`src/rtl/mem_arb_pkg.sv`:
```
// Shared types and constants for the memory port arbiter.
// The response tag records which port issued the read now coming back from memory.
package mem_arb_pkg;

    localparam int AW_DEF   = 30;
    localparam int DW_DEF   = 32;
    localparam int STARVE_W = 4;

    typedef enum logic [1:0] {
        NONE = 2'd0,
        IF   = 2'd1,
        D    = 2'd2
    } rsp_tag_t;

endpackage

```
`src/rtl/arb_prio_starve.sv`:
```
// Two-input fixed-priority arbiter: the high port wins unless the low port has
// been passed over LIMIT times in a row while it was requesting.
module arb_prio_starve
    import mem_arb_pkg::*;
#(
    parameter int LIMIT = 4
) (
    input  logic clk,
    input  logic rst,
    input  logic hi_req,
    input  logic lo_req,
    output logic hi_gnt,
    output logic lo_gnt
);

    localparam logic [STARVE_W-1:0] LIM = STARVE_W'(LIMIT);

    logic [STARVE_W-1:0] starve;
    logic                force_lo;

    // Grants are gated by reset so nothing is accepted while the block is held in reset.
    always_comb begin
        force_lo = (starve == LIM);
        hi_gnt   = rst & hi_req & ~(lo_req & force_lo);
        lo_gnt   = rst & lo_req & ~(hi_req & ~force_lo);
    end

    always_ff @(posedge clk or negedge rst) begin
        if (!rst) begin
            starve <= '0;
        end else if (lo_gnt || !lo_req) begin
            starve <= '0;
        end else if (hi_gnt && (starve != LIM)) begin
            starve <= starve + 1'b1;
        end
    end

endmodule

```
`src/rtl/mem_port_arbiter.sv`:
```
// Shares one single-port, one-cycle-latency memory between the fetch and data ports,
// granting one access per cycle and routing each read word back to its issuer.
module mem_port_arbiter
    import mem_arb_pkg::*;
#(
    parameter int AW           = AW_DEF,
    parameter int DW           = DW_DEF,
    parameter int STARVE_LIMIT = 4
) (
    input  logic          clk,
    input  logic          rst,
    input  logic          if_req,
    input  logic [AW-1:0] if_addr,
    output logic          if_gnt,
    output logic          if_rvalid,
    output logic [DW-1:0] if_rdata,
    input  logic          d_req,
    input  logic          d_we,
    input  logic [AW-1:0] d_addr,
    input  logic [DW-1:0] d_wdata,
    output logic          d_gnt,
    output logic          d_rvalid,
    output logic [DW-1:0] d_rdata,
    output logic [AW-1:0] mem_addr,
    output logic [DW-1:0] mem_wdata,
    output logic          mem_wren,
    output logic          mem_rren,
    output logic          mem_en,
    input  logic [DW-1:0] mem_rdata,
    output logic [15:0]   conflict_cnt
);

    rsp_tag_t      rsp_tag;
    logic [AW-1:0] last_addr;

    arb_prio_starve #(
        .LIMIT (STARVE_LIMIT)
    ) u_arb (
        .clk    (clk),
        .rst    (rst),
        .hi_req (d_req),
        .lo_req (if_req),
        .hi_gnt (d_gnt),
        .lo_gnt (if_gnt)
    );

    // The address bus keeps its last value while idle to avoid needless toggling.
    always_comb begin
        mem_en    = if_gnt | d_gnt;
        mem_wren  = d_gnt & d_we;
        mem_rren  = if_gnt | (d_gnt & ~d_we);
        mem_wdata = d_wdata;
        if (d_gnt) begin
            mem_addr = d_addr;
        end else if (if_gnt) begin
            mem_addr = if_addr;
        end else begin
            mem_addr = last_addr;
        end
    end

    always_ff @(posedge clk or negedge rst) begin
        if (!rst) begin
            last_addr <= '0;
        end else if (mem_en) begin
            last_addr <= mem_addr;
        end
    end

    // Writes and idle cycles leave NONE so only reads generate a response.
    always_ff @(posedge clk or negedge rst) begin
        if (!rst) begin
            rsp_tag <= NONE;
        end else if (if_gnt) begin
            rsp_tag <= IF;
        end else if (d_gnt && !d_we) begin
            rsp_tag <= D;
        end else begin
            rsp_tag <= NONE;
        end
    end

    assign if_rvalid = (rsp_tag == IF);
    assign d_rvalid  = (rsp_tag == D);
    assign if_rdata  = mem_rdata;
    assign d_rdata   = mem_rdata;

    always_ff @(posedge clk or negedge rst) begin
        if (!rst) begin
            conflict_cnt <= '0;
        end else if (if_req && d_req && (conflict_cnt != 16'hFFFF)) begin
            conflict_cnt <= conflict_cnt + 16'd1;
        end
    end

endmodule

```
`config.mk`:
```
export PLATFORM = sky130hd
export DESIGN_NAME = mem_port_arbiter
export DESIGN_NICKNAME = d
export VERILOG_FILES = /design/src/rtl/mem_arb_pkg.sv /design/src/rtl/arb_prio_starve.sv /design/src/rtl/mem_port_arbiter.sv
export SDC_FILE = /design/constraint.sdc
export NUM_CORES = 1
export LEC_CHECK = 0
export BUFFER_PORTS_ARGS = -buffer_cell sky130_fd_sc_hd__buf_4
export CORE_AREA = 2 2 107 109
export CTS_BUF_LIST = sky130_fd_sc_hd__clkbuf_4 sky130_fd_sc_hd__clkbuf_8
export CTS_CLUSTER_DIAMETER = 40
export DETAILED_ROUTE_END_ITERATION = 8
export DIE_AREA = 0 0 109 111
export PLACE_DENSITY = 0.66
export REMOVE_ABC_BUFFERS = 1
export SLEW_MARGIN = 20
export SYNTH_ARGS = -nofsm -noshare
export SYNTH_HDL_FRONTEND = slang
export SYNTH_SLANG_ARGS = --single-unit
```
`constraint.sdc`:
```
create_clock -name clk -period 3 [get_ports clk]
set_input_delay 0.3 -clock clk [delete_from_list [all_inputs] [get_ports clk]]
set_output_delay 0.3 -clock clk [all_outputs]
set_load 0.005 [all_outputs]
```
==> metrics.md, run 1 <==
| Metric | Value |
|---|---|
| Status | completed |
| Clk sink count | 52 |
| Row count | 39 |
| Synth Warn # | 0 |
| Setup crit start | u_arb.starve[0]$_DFFE_PN0P_ |
| Critical path required time | 2700 ps |
| Post-synth cell types | 36 |
| Largest net degree at the start of global routing | 40 |
| Worst Tran Pin Value | 829 ps |
| Die Y | 111 um |
| Post-CTS setup buffers | 0 |
| Synth Instances | approximately 360 |
| RSZ-0062 raised after global routing | false |
| Routed len/inst | 27.7 um |
| CP arrival | 2400 ps |
| Grt ovf | 0 |
| Dpl hpwl | roughly 13 mm |
| Maximum fanout along the worst path | 20 |
| Yosys top cell by area | dfrtp_1 |
| Worst-Skew Late Latency | 290 ps |
| Clk buf depth | 2 |
| Final-report hold violation count | 0 |
| 1st-iter DRT viols | 104 |
| GP Congestion | between 0.8 and 0.9 |
| First-pass GRT wire length | 19.2 mm |
| Top-area cell type share of the netlist area | 40.5% |
| RR Endpoint | last_addr[8]$_DFFE_PN0P_ |
| # DRC | 0 |
| Number of global-route vias before repair | 2454 |
| Core ar. | 11100 sq um |
| CTS tree | built |
| DR pass1 iterations | 4 |
| Final Max Tran Viols | 0 |
| Drt total wl | 14.6 mm |
| DRT antenna net count | 0 |
| Layout area overhead | 15.0% |
| Die area | 12100 sq um |
| Final WS setup | 301 ps |
| Synth async-reset ratio | 100% |
| Sequential fraction of the synthesis area | 40.5% |
| Dpl ws | 532 ps |
| Starting Density | 29.0% |
| Reg clk slew, reported paths | 90 ps |
| Count leader, synth | nand2_1 |
| GRT Overall Usage | 23.5% |
| IO Count | between 200 and 300 |
| Rel. slew slack | between 40% and 50% |
| Syn avg cell area | 8.90 sq um |
| Max-cap violations | 0 |
| R2r setup slk | 960 ps |
| Worst setup EP type | primary output |
| Routed vias/inst | 4.93 |
| Top cells by area, synth | dfrtp_1 40%, buf_4 22%, nand2_1 12% |
| Nets@finish | 517 |
| Final setup TNS | 0 ps |
| Final Critical Period | 2700 ps |
| Cell area after layout | 3690 sq um |
| Maximum clock rate | 371 MHz |
| Peak VDD IR | between 0.0002 and 0.00025 V |
| Max Clock Skew | 4.03 ps |
| Placed Area | between 3000 and 4000 sq um |
| Layout cells sized above 1 | 36.5% |
| Post-synth EDFFs | 0 |
| Main synth FF type | dfrtp_1 |
| Leak Pwr | a little under 2 nW |
| Total CTS buffers | 5 |
| RR Startpoint | u_arb.starve[0]$_DFFE_PN0P_ |
| Final core utilization | 33.4% |
| Crit path kind | flop to primary output |
| Via count | 2606 |
| #FFs+latches synth | 52 |
| Root buffer cell | clkbuf_8 |
| # diodes | 0 |
| Tcrit/Tclk final | 90.0% |
| Initial antenna violation count | 0 |
| CP startpoint kind | flop |
| Die X | roughly 110 um |
| Synth cell count leaders | 100 x nand2_1, 96 x buf_4, 52 x dfrtp_1 |
| Reg2reg path depth | 8 |
| Port buffer count | about 120 |
| Final setup violating endpoints | 0 |
| CTS H-Tree Depth | 2 |
| Worst min path class | input pin to async pin |
| Cell Pwr Density | 508 nW/um^2 |
| Synthesized cell area | 3210 sq um |
-- cell usage in the layout, fill, tap and decap left out, types with 2 or more instances in the layout --
master / n
buf_4: 120
nand2_1: 100
dfrtp_1: 52
a22oi_1: 30
xnor2_1: 8
nand3_1: 7
nor2b_1: 6
nand4_1: 5
clkbuf_8: 5
xor2_1: 4
inv_1: 3
and2_1: 3
o21ai_0: 3
and3_1: 3
ha_1: 3
o21ai_2: 2
or2_2: 2
nor3b_1: 2
or3_1: 2
nor3_1: 2
a21oi_1: 2
a31oi_1: 2
nor2_1: 2
-- worst max-delay path: stages, from the launching register on --
cell      delay, ps
dfrtp_1         410
inv_1            80
ha_1            200
nand3b_1        170
nand3_1         190
o21ai_2         370
buf_4           360
a22oi_1         130
nand2_1         100
buf_4           110
-- layout make-up --
| cell class | count | area [sq um] |
|---|---|---|
| Inverter | 3 | 11.3 |
| Timing Repair Buffer | 122 | 931 |
| Tap cell | 143 | 179 |
| Clock inverter | 2 | 35.0 |
| Clock buffer | 6 | 76.3 |
| Fill cell | 1140 | 7380 |
| Multi-Input combinational cell | 201 | 1160 |
| Sequential cell | 52 | 1300 |
-- metal layers --
| layer | global-route usage (%) | up-vias | routed length [um] |
|---|---|---|---|
| met5 | 4.46 | - | 53 |
| met3 | 27.7 | 17 | 3940 |
| met4 | 6.24 | 2 | 311 |
| met2 | 35.9 | 256 | 6580 |
| met1 | 18.7 | 1185 | 3740 |
| li1 | - | 1146 | - |
-- power by group --
part / internal, W / switching, W
logic: 0.000278 / 0.000223
registers: 0.000799 / 0.0000952
clock network: 0.000257 / 0.000225
total: 0.00133 / 0.000543
-- repair_timing --
item | CTS | global route
gates resized for setup | 0 | 0
hold endpoints to repair | 16 | 0
hold buffers | 1 | 0
-- flip-flops by register name, summed over array words and instances (netlist names) --
register / cells
rsp_tag: 2
u_arb.starve: 4
conflict_cnt: 16
last_addr: 30
-- how the worst max path moves through the flow --
stage / to
2_1_floorplan: mem_addr[0]
4_1_cts: mem_addr[8]
3_3_place_gp: mem_addr[16]
6_report: mem_addr[8]
3_5_place_dp: mem_addr[9]
5_1_grt: mem_addr[8]
-- cell families after synthesis --
kind of cell,count (synthesis),share of synthesized area (%)
flops,52,40.5
simple gates,140,19.9
fa+ha+maj,3,1.17
mux,3,1.17
compound gates,43,10.0
xor+xnor,12,3.27
buf+inv,108,23.9
-- through the flow --
stage | power [W] | instances | hold slack (ps)
after detailed placement | 0.00141 | 520 | 181
after CTS | 0.00191 | 529 | 89.1
after global routing | 0.00199 | 529 | 116
after floorplan | 0.00109 | 256 | 4.41
after global placement | 0.00139 | 520 | 179
final | 0.00188 | 529 | 80.7
(Power assumes the default switching activity.)
==> run 2, diff against run 1 <==
clock period = 3.5 ns   (was 3 ns; I/O delays follow)
==> metrics.md, run 2 (synthesis gave the netlist of run 1 again) <==
| Metric | Value |
|---|---|
| Multi-input logic area | 1160 sq um (unchanged) |
| Core ar. | 11100 sq um (unchanged) |
| DR pass1 iterations | 4 (unchanged) |
| Via count | 2595 (-0.42%) |
| Cell Pwr Density | 434 nW/um^2 (-14%) |
| Max Clock Skew | 8.45 ps (+4.42 ps) |
| Layout cells sized above 1 | 36.0% (-0.50 points) |
| Met3 global-route usage | 27.0% (-0.65 points) |
| Die Y | 111 um (unchanged) |
| GRT Overall Usage | 23.6% (+0.13 points) |
| Top Registers | last_addr x30, conflict_cnt x16, u_arb.starve x4 |
| RSZ-0062 raised after global routing | false |
| Clk sink count | 52 (unchanged) |
| CTS tree | built |
| Reg clk slew, reported paths | 90 ps (about the same) |
| Busiest metal layer after global routing | met2 |
| Leak Pwr | 1.92 nW (-0.97%) |
| Drt total wl | 14.7 mm (+0.73%) |
| Worst Tran Pin Value | 994 ps (+165 ps) |
| Peak VDD IR | 0.000149 V (-36%) |
| Die X | 109 um (unchanged) |
| Worst min path class | input pin to flop |
| Layout area overhead | 14.0% |
| # fillers | 1128 (-1.1%) |
| Global routing usage on met2 | 35.4% (-0.54 points) |
| Post_cts resized | 0 (unchanged) |
| Max-cap violations | 0 (unchanged) |
| Dpl hpwl | 12.7 mm (+0.26%) |
| Worst-Skew Late Latency | 300 ps (about the same) |
| Row count | 39 (unchanged) |
| 1st-iter DRT viols | 128 (+23%) |
| Tcrit/Tclk final | between 80% and 90% |
| Critical path required time | 3150 ps (+450 ps) |
| # diodes | 0 (unchanged) |
| Most frequent cells in the layout | 120 x buf_4, 100 x nand2_1, 52 x dfrtp_1, 30 x a22oi_1, 8 x xnor2_1 |
| Grt ovf | 0 (unchanged) |
| Final-report hold violation count | 0 (unchanged) |
| Routed vias/inst | 4.93 (+0.15%) |
| Final setup TNS | 0 ps (unchanged) |
| Final WS setup | 533 ps (+232 ps) |
| IO Count | 278 (unchanged) |
| Final Critical Period | roughly 3000 ps |
| Crit path kind | input pin to primary output |
| M1 GR Usage | 19.0% (+0.34 points) |
| Number of global-route vias before repair | 2475 (+0.86%) |
| Worst setup EP type | primary output |
| Root buffer cell | clkbuf_8 |
| Routed len/inst | 28.0 um (+1.3%) |
| Biggest register | last_addr |
| Total CTS buffers | 5 (unchanged) |
| Largest net degree at the start of global routing | 37 (-7.5%) |
| Most common cell after layout, fill and taps aside | buf_4 |
| Maximum clock rate | 337 MHz |
| Clk buf depth | 2 (unchanged) |
| CTS H-Tree Depth | 2 (unchanged) |
| Dpl ws | 1080 ps (+547 ps) |
| Rel. slew slack | 33.6% (-11 points) |
| First-pass GRT wire length | 19.4 mm (+0.68%) |
| CP arrival | 2620 ps (+220 ps) |
| Nets@finish | 516 (-0.19%) |
| Maximum fanout along the worst path | 36 (+80%) |
| Port buffer count | 117 (unchanged) |
| CP startpoint kind | input pin |
| Starting Density | 29.0% (unchanged) |
| Initial antenna violation count | 0 (unchanged) |
| Register area | 1300 sq um (unchanged) |
| # DRC | 0 (unchanged) |
| DRT antenna net count | 0 (unchanged) |
| Post-CTS setup buffers | 0 (unchanged) |
| Status | completed |
| Die area | 12100 sq um (unchanged) |
| Final setup violating endpoints | 0 (unchanged) |
| Final Max Tran Viols | 0 (unchanged) |
| Max reg flops | 30 (unchanged) |
| GP Congestion | 0.905 (+1.2%) |
run 2: cell count changes in the layout (fill, tap and decap cells not counted), sizes merged:
cell    before  now
clkinv       1    0
clkbuf       6    5
buf        121  120
run 2: timing repair:
action	CTS	global route
endpoints found under the setup margin	0	0
hold endpoints to repair	19	0
hold buffers	1	0
run 2: final timing paths:
path	startpoint	end	slack, ps	depth (start not counted)
max in group asynchronous	rst	last_addr[23]$_DFFE_PN0P_	2290	3
setup / recovery	rst	mem_addr[25]	530	7
hold / removal	d_we	rsp_tag[1]$_DFF_PN0_	250	2
hold reg to reg	last_addr[16]$_DFFE_PN0P_	last_addr[16]$_DFFE_PN0P_	470	2
setup reg to reg	u_arb.starve[0]$_DFFE_PN0P_	u_arb.starve[0]$_DFFE_PN0P_	1350	7
min in group asynchronous	rst	conflict_cnt[14]$_DFFE_PN0P_	460	2
run 2: worst max-delay path, stage by stage:
cell and delay [ps]:
dlygate4sd3_1 520, buf_4 290, nand2_1 140, a21oi_4 770, a22oi_1 260, nand2_1 130
buf_4 110
run 2: final cells by class:
cell class / instances / area share, %
Sequential cell: 52 / 35.5
Inverter: 3 / 0.307
Clock buffer: 5 / 1.88
Clock inverter: 1 / 0.820
Timing Repair Buffer: 121 / 24.9
Tap cell: 143 / 4.89
Multi-Input combinational cell: 201 / 31.7
run 2: routing by layer:
metal / part of all wire (%) / vias to the layer above / wire, um
met5: 0 / - / 0
met4: 3.4 / 0 / 499
met3: 26 / 23 / 3890
met2: 44 / 245 / 6420
met1: 27 / 1184 / 3930
li1: - / 1143 / -
run 2: through the flow:
stage	utilization [%]	hold WS (ps)	cells	area (sq um)	power [W]
after detailed placement	32.1	259	519	3550	0.00120
final	33.1	247	526	3660	0.00159
after global routing	33.1	230	526	3660	0.00168
after CTS	33.1	231	526	3660	0.00161
after floorplan	-	54.4	256	2450	0.000938
after global placement	32.1	255	519	3550	0.00119
run 2: report_power, final:
group	switching [W]	internal, W
sequential	0.0000768	0.000685
clock	0.000197	0.000206
combinational	0.000191	0.000236
==> run 3, diff against run 2 <==
clock period = 2.8 ns   (was 3.5 ns; I/O delays follow)
==> metrics.md, run 3 (synthesis gave the netlist of run 1 again) <==
| Metric | Value |
|---|---|
| CP startpoint kind | flop |
| Maximum fanout along the worst path | 23 (-36%) |
| Starting Density | 29.0% (unchanged) |
| Most frequent cells in the layout | 119 x buf_4, 100 x nand2_1, 52 x dfrtp_1, 30 x a22oi_1, 8 x xnor2_1 |
| Status | completed |
| Most common cell after layout, fill and taps aside | buf_4 |
| Initial antenna violation count | 0 (unchanged) |
| Worst-Skew Late Latency | 300 ps (about the same) |
| Total CTS buffers | 5 (unchanged) |
| GRT Overall Usage | 23.5% (-0.045 points) |
| GP Congestion | 0.902 (-0.27%) |
| CP max stage delay | 400 ps (-370 ps) |
| Leak Pwr | 1.94 nW (+0.67%) |
| Nets@finish | 517 (+0.19%) |
| RSZ-0062 raised after global routing | false |
| Crit path kind | flop to primary output |
| # DRC | 0 (unchanged) |
| Row count | 39 (unchanged) |
| DRT antenna net count | 0 (unchanged) |
| Rel. slew slack | 40.1% (+6.5 points) |
| Final Critical Period | ~2500 ps |
| Worst min path class | input pin to async pin |
| Port buffer count | 117 (unchanged) |
| Worst Tran Pin Value | 895 ps (-98.9 ps) |
| Worst-path cell chain | inv_1 -> ha_1 -> nand3b_1 -> nand3_1 -> o21ai_2 -> buf_6 -> a22oi_1 -> nand2_1 -> buf_4 |
| Die Y | 111 um (unchanged) |
| Total power | 0.00194 W (+22%) |
| Hold_ws | 46.3 ps (-201 ps) |
| Post-CTS setup buffers | 0 (unchanged) |
| Drt total wl | 14.6 mm (-1.1%) |
| IO Count | 278 (unchanged) |
| Tcrit/Tclk final | 90.7% |
| CTS tree | built |
| Max reg flops | 30 (unchanged) |
| CP arrival | 2260 ps (-360 ps) |
| Dpl hpwl | 12.6 mm (-0.40%) |
| Grt ovf | 0 (unchanged) |
| Die X | 109 um (unchanged) |
| Critical path required time | 2520 ps (-630 ps) |
| Final Max Tran Viols | 0 (unchanged) |
| Reg clk slew, reported paths | 100 ps (about the same) |
| Max Clock Skew | 6.62 ps (-1.84 ps) |
| Via count | 2579 (-0.62%) |
| Routed len/inst | 27.6 um (-1.6%) |
| Final core utilization | 33.3% (+0.19 points) |
| Final setup violating endpoints | 0 (unchanged) |
| First-pass GRT wire length | 19.4 mm (unchanged) |
| CTS H-Tree Depth | 2 (unchanged) |
| Routed vias/inst | 4.88 (-1.2%) |
| Root buffer cell | clkbuf_8 |
| Final setup TNS | 0 ps (unchanged) |
| # diodes | 0 (unchanged) |
| Cell Pwr Density | 527 nW/um^2 (+21%) |
| Max-cap violations | 0 (unchanged) |
| Worst setup EP type | primary output |
| Slowest CP cell | dfrtp_1 |
| Clk sink count | 52 (unchanged) |
| Core ar. | 11100 sq um (unchanged) |
| Layout cells sized above 1 | 36.5% (+0.50 points) |
| Number of global-route vias before repair | 2453 (-0.89%) |
| Die area | 12100 sq um (unchanged) |
| Layout area overhead | 14.6% |
| Top Registers | last_addr x30, conflict_cnt x16, u_arb.starve x4 |
| Final-report hold violation count | 0 (unchanged) |
| Clk buf depth | 2 (unchanged) |
| Peak VDD IR | 0.000237 V (+60%) |
| Biggest register | last_addr |
| DR pass1 iterations | 5 (+1) |
| Largest net degree at the start of global routing | 37 (unchanged) |
| Maximum clock rate | approximately 390 MHz |
| 1st-iter DRT viols | 125 (-2.3%) |
run 3: cell types whose count changed in the layout (fill, tap and decap cells not counted):
cell       before  now
clkbuf_8        5    6
buf_4         120  119
clkinv_2        0    1
buf_6           0    1
bufinv_16       1    0
buf_12          0    1
inv_6           0    1
run 3: critical path: cells and delay by family, from the launching register on:
| kind | cells | cell delay [ps] |
|---|---|---|
| DFF | 1 | 400 |
| buffers and inverters | 3 | 470 |
| AOI/OAI and AO/OA | 2 | 410 |
| adders and majority gates | 1 | 190 |
| and+or+nand+nor | 3 | 470 |
run 3: final cells by class:
class                   instances  area (sq um)
flip-flops and latches         52          1300
well taps                     143           179
inverters                       3          11.3
clock inverters                 2          13.8
repair buffers                122           935
clock buffers                   6          82.6
fillers                      1149          7390
multi-input cells             201          1160
run 3: power breakdown:
group / switching (W) / internal, W
clock network: 0.000248 / 0.000203
registers: 0.0000947 / 0.000856
logic: 0.000239 / 0.000299
total: 0.000582 / 0.00136
run 3: final timing paths:
check                                       startpoint                          end  slack, ps  cells past startpoint
max in group asynchronous                          rst  conflict_cnt[3]$_DFFE_PN0P_       1580                      2
min in group clk                                  d_we         rsp_tag[1]$_DFF_PN0_        170                      2
setup reg to reg           u_arb.starve[0]$_DFFE_PN0P_    last_addr[12]$_DFFE_PN0P_        890                      8
hold / removal                                     rst  u_arb.starve[3]$_DFFE_PN0P_         50                      2
hold reg to reg              last_addr[10]$_DFFE_PN0P_    last_addr[10]$_DFFE_PN0P_        470                      2
setup / recovery           u_arb.starve[0]$_DFFE_PN0P_                  mem_addr[8]        260                      9
run 3: routing by layer:
metal | global-route usage (%) | up-vias | part of all wire, %
li1 | - | 1145 | -
met1 | 19.0 | 1139 | 26
met2 | 34.1 | 279 | 43
met3 | 28.4 | 16 | 27
met4 | 9.40 | 0 | 3.8
met5 | 2.68 | - | 0
run 3: metrics by stage:
step	std cells	worst slack (ps)	instance area, sq um
after global routing	529	40.1	3680
after global placement	520	446	3570
after detailed placement	520	384	3570
after floorplan	256	47.9	2450
after CTS	529	154	3680
final	529	260	3680
run 3: repair_timing:
| item | 4_1_cts | 5_1_grt |
|---|---|---|
| hold buffers | 1 | 0 |
| endpoints found under the hold margin | 19 | 0 |
| resized for setup | 0 | 1 |
| setup endpoints to repair | 0 | 21 |
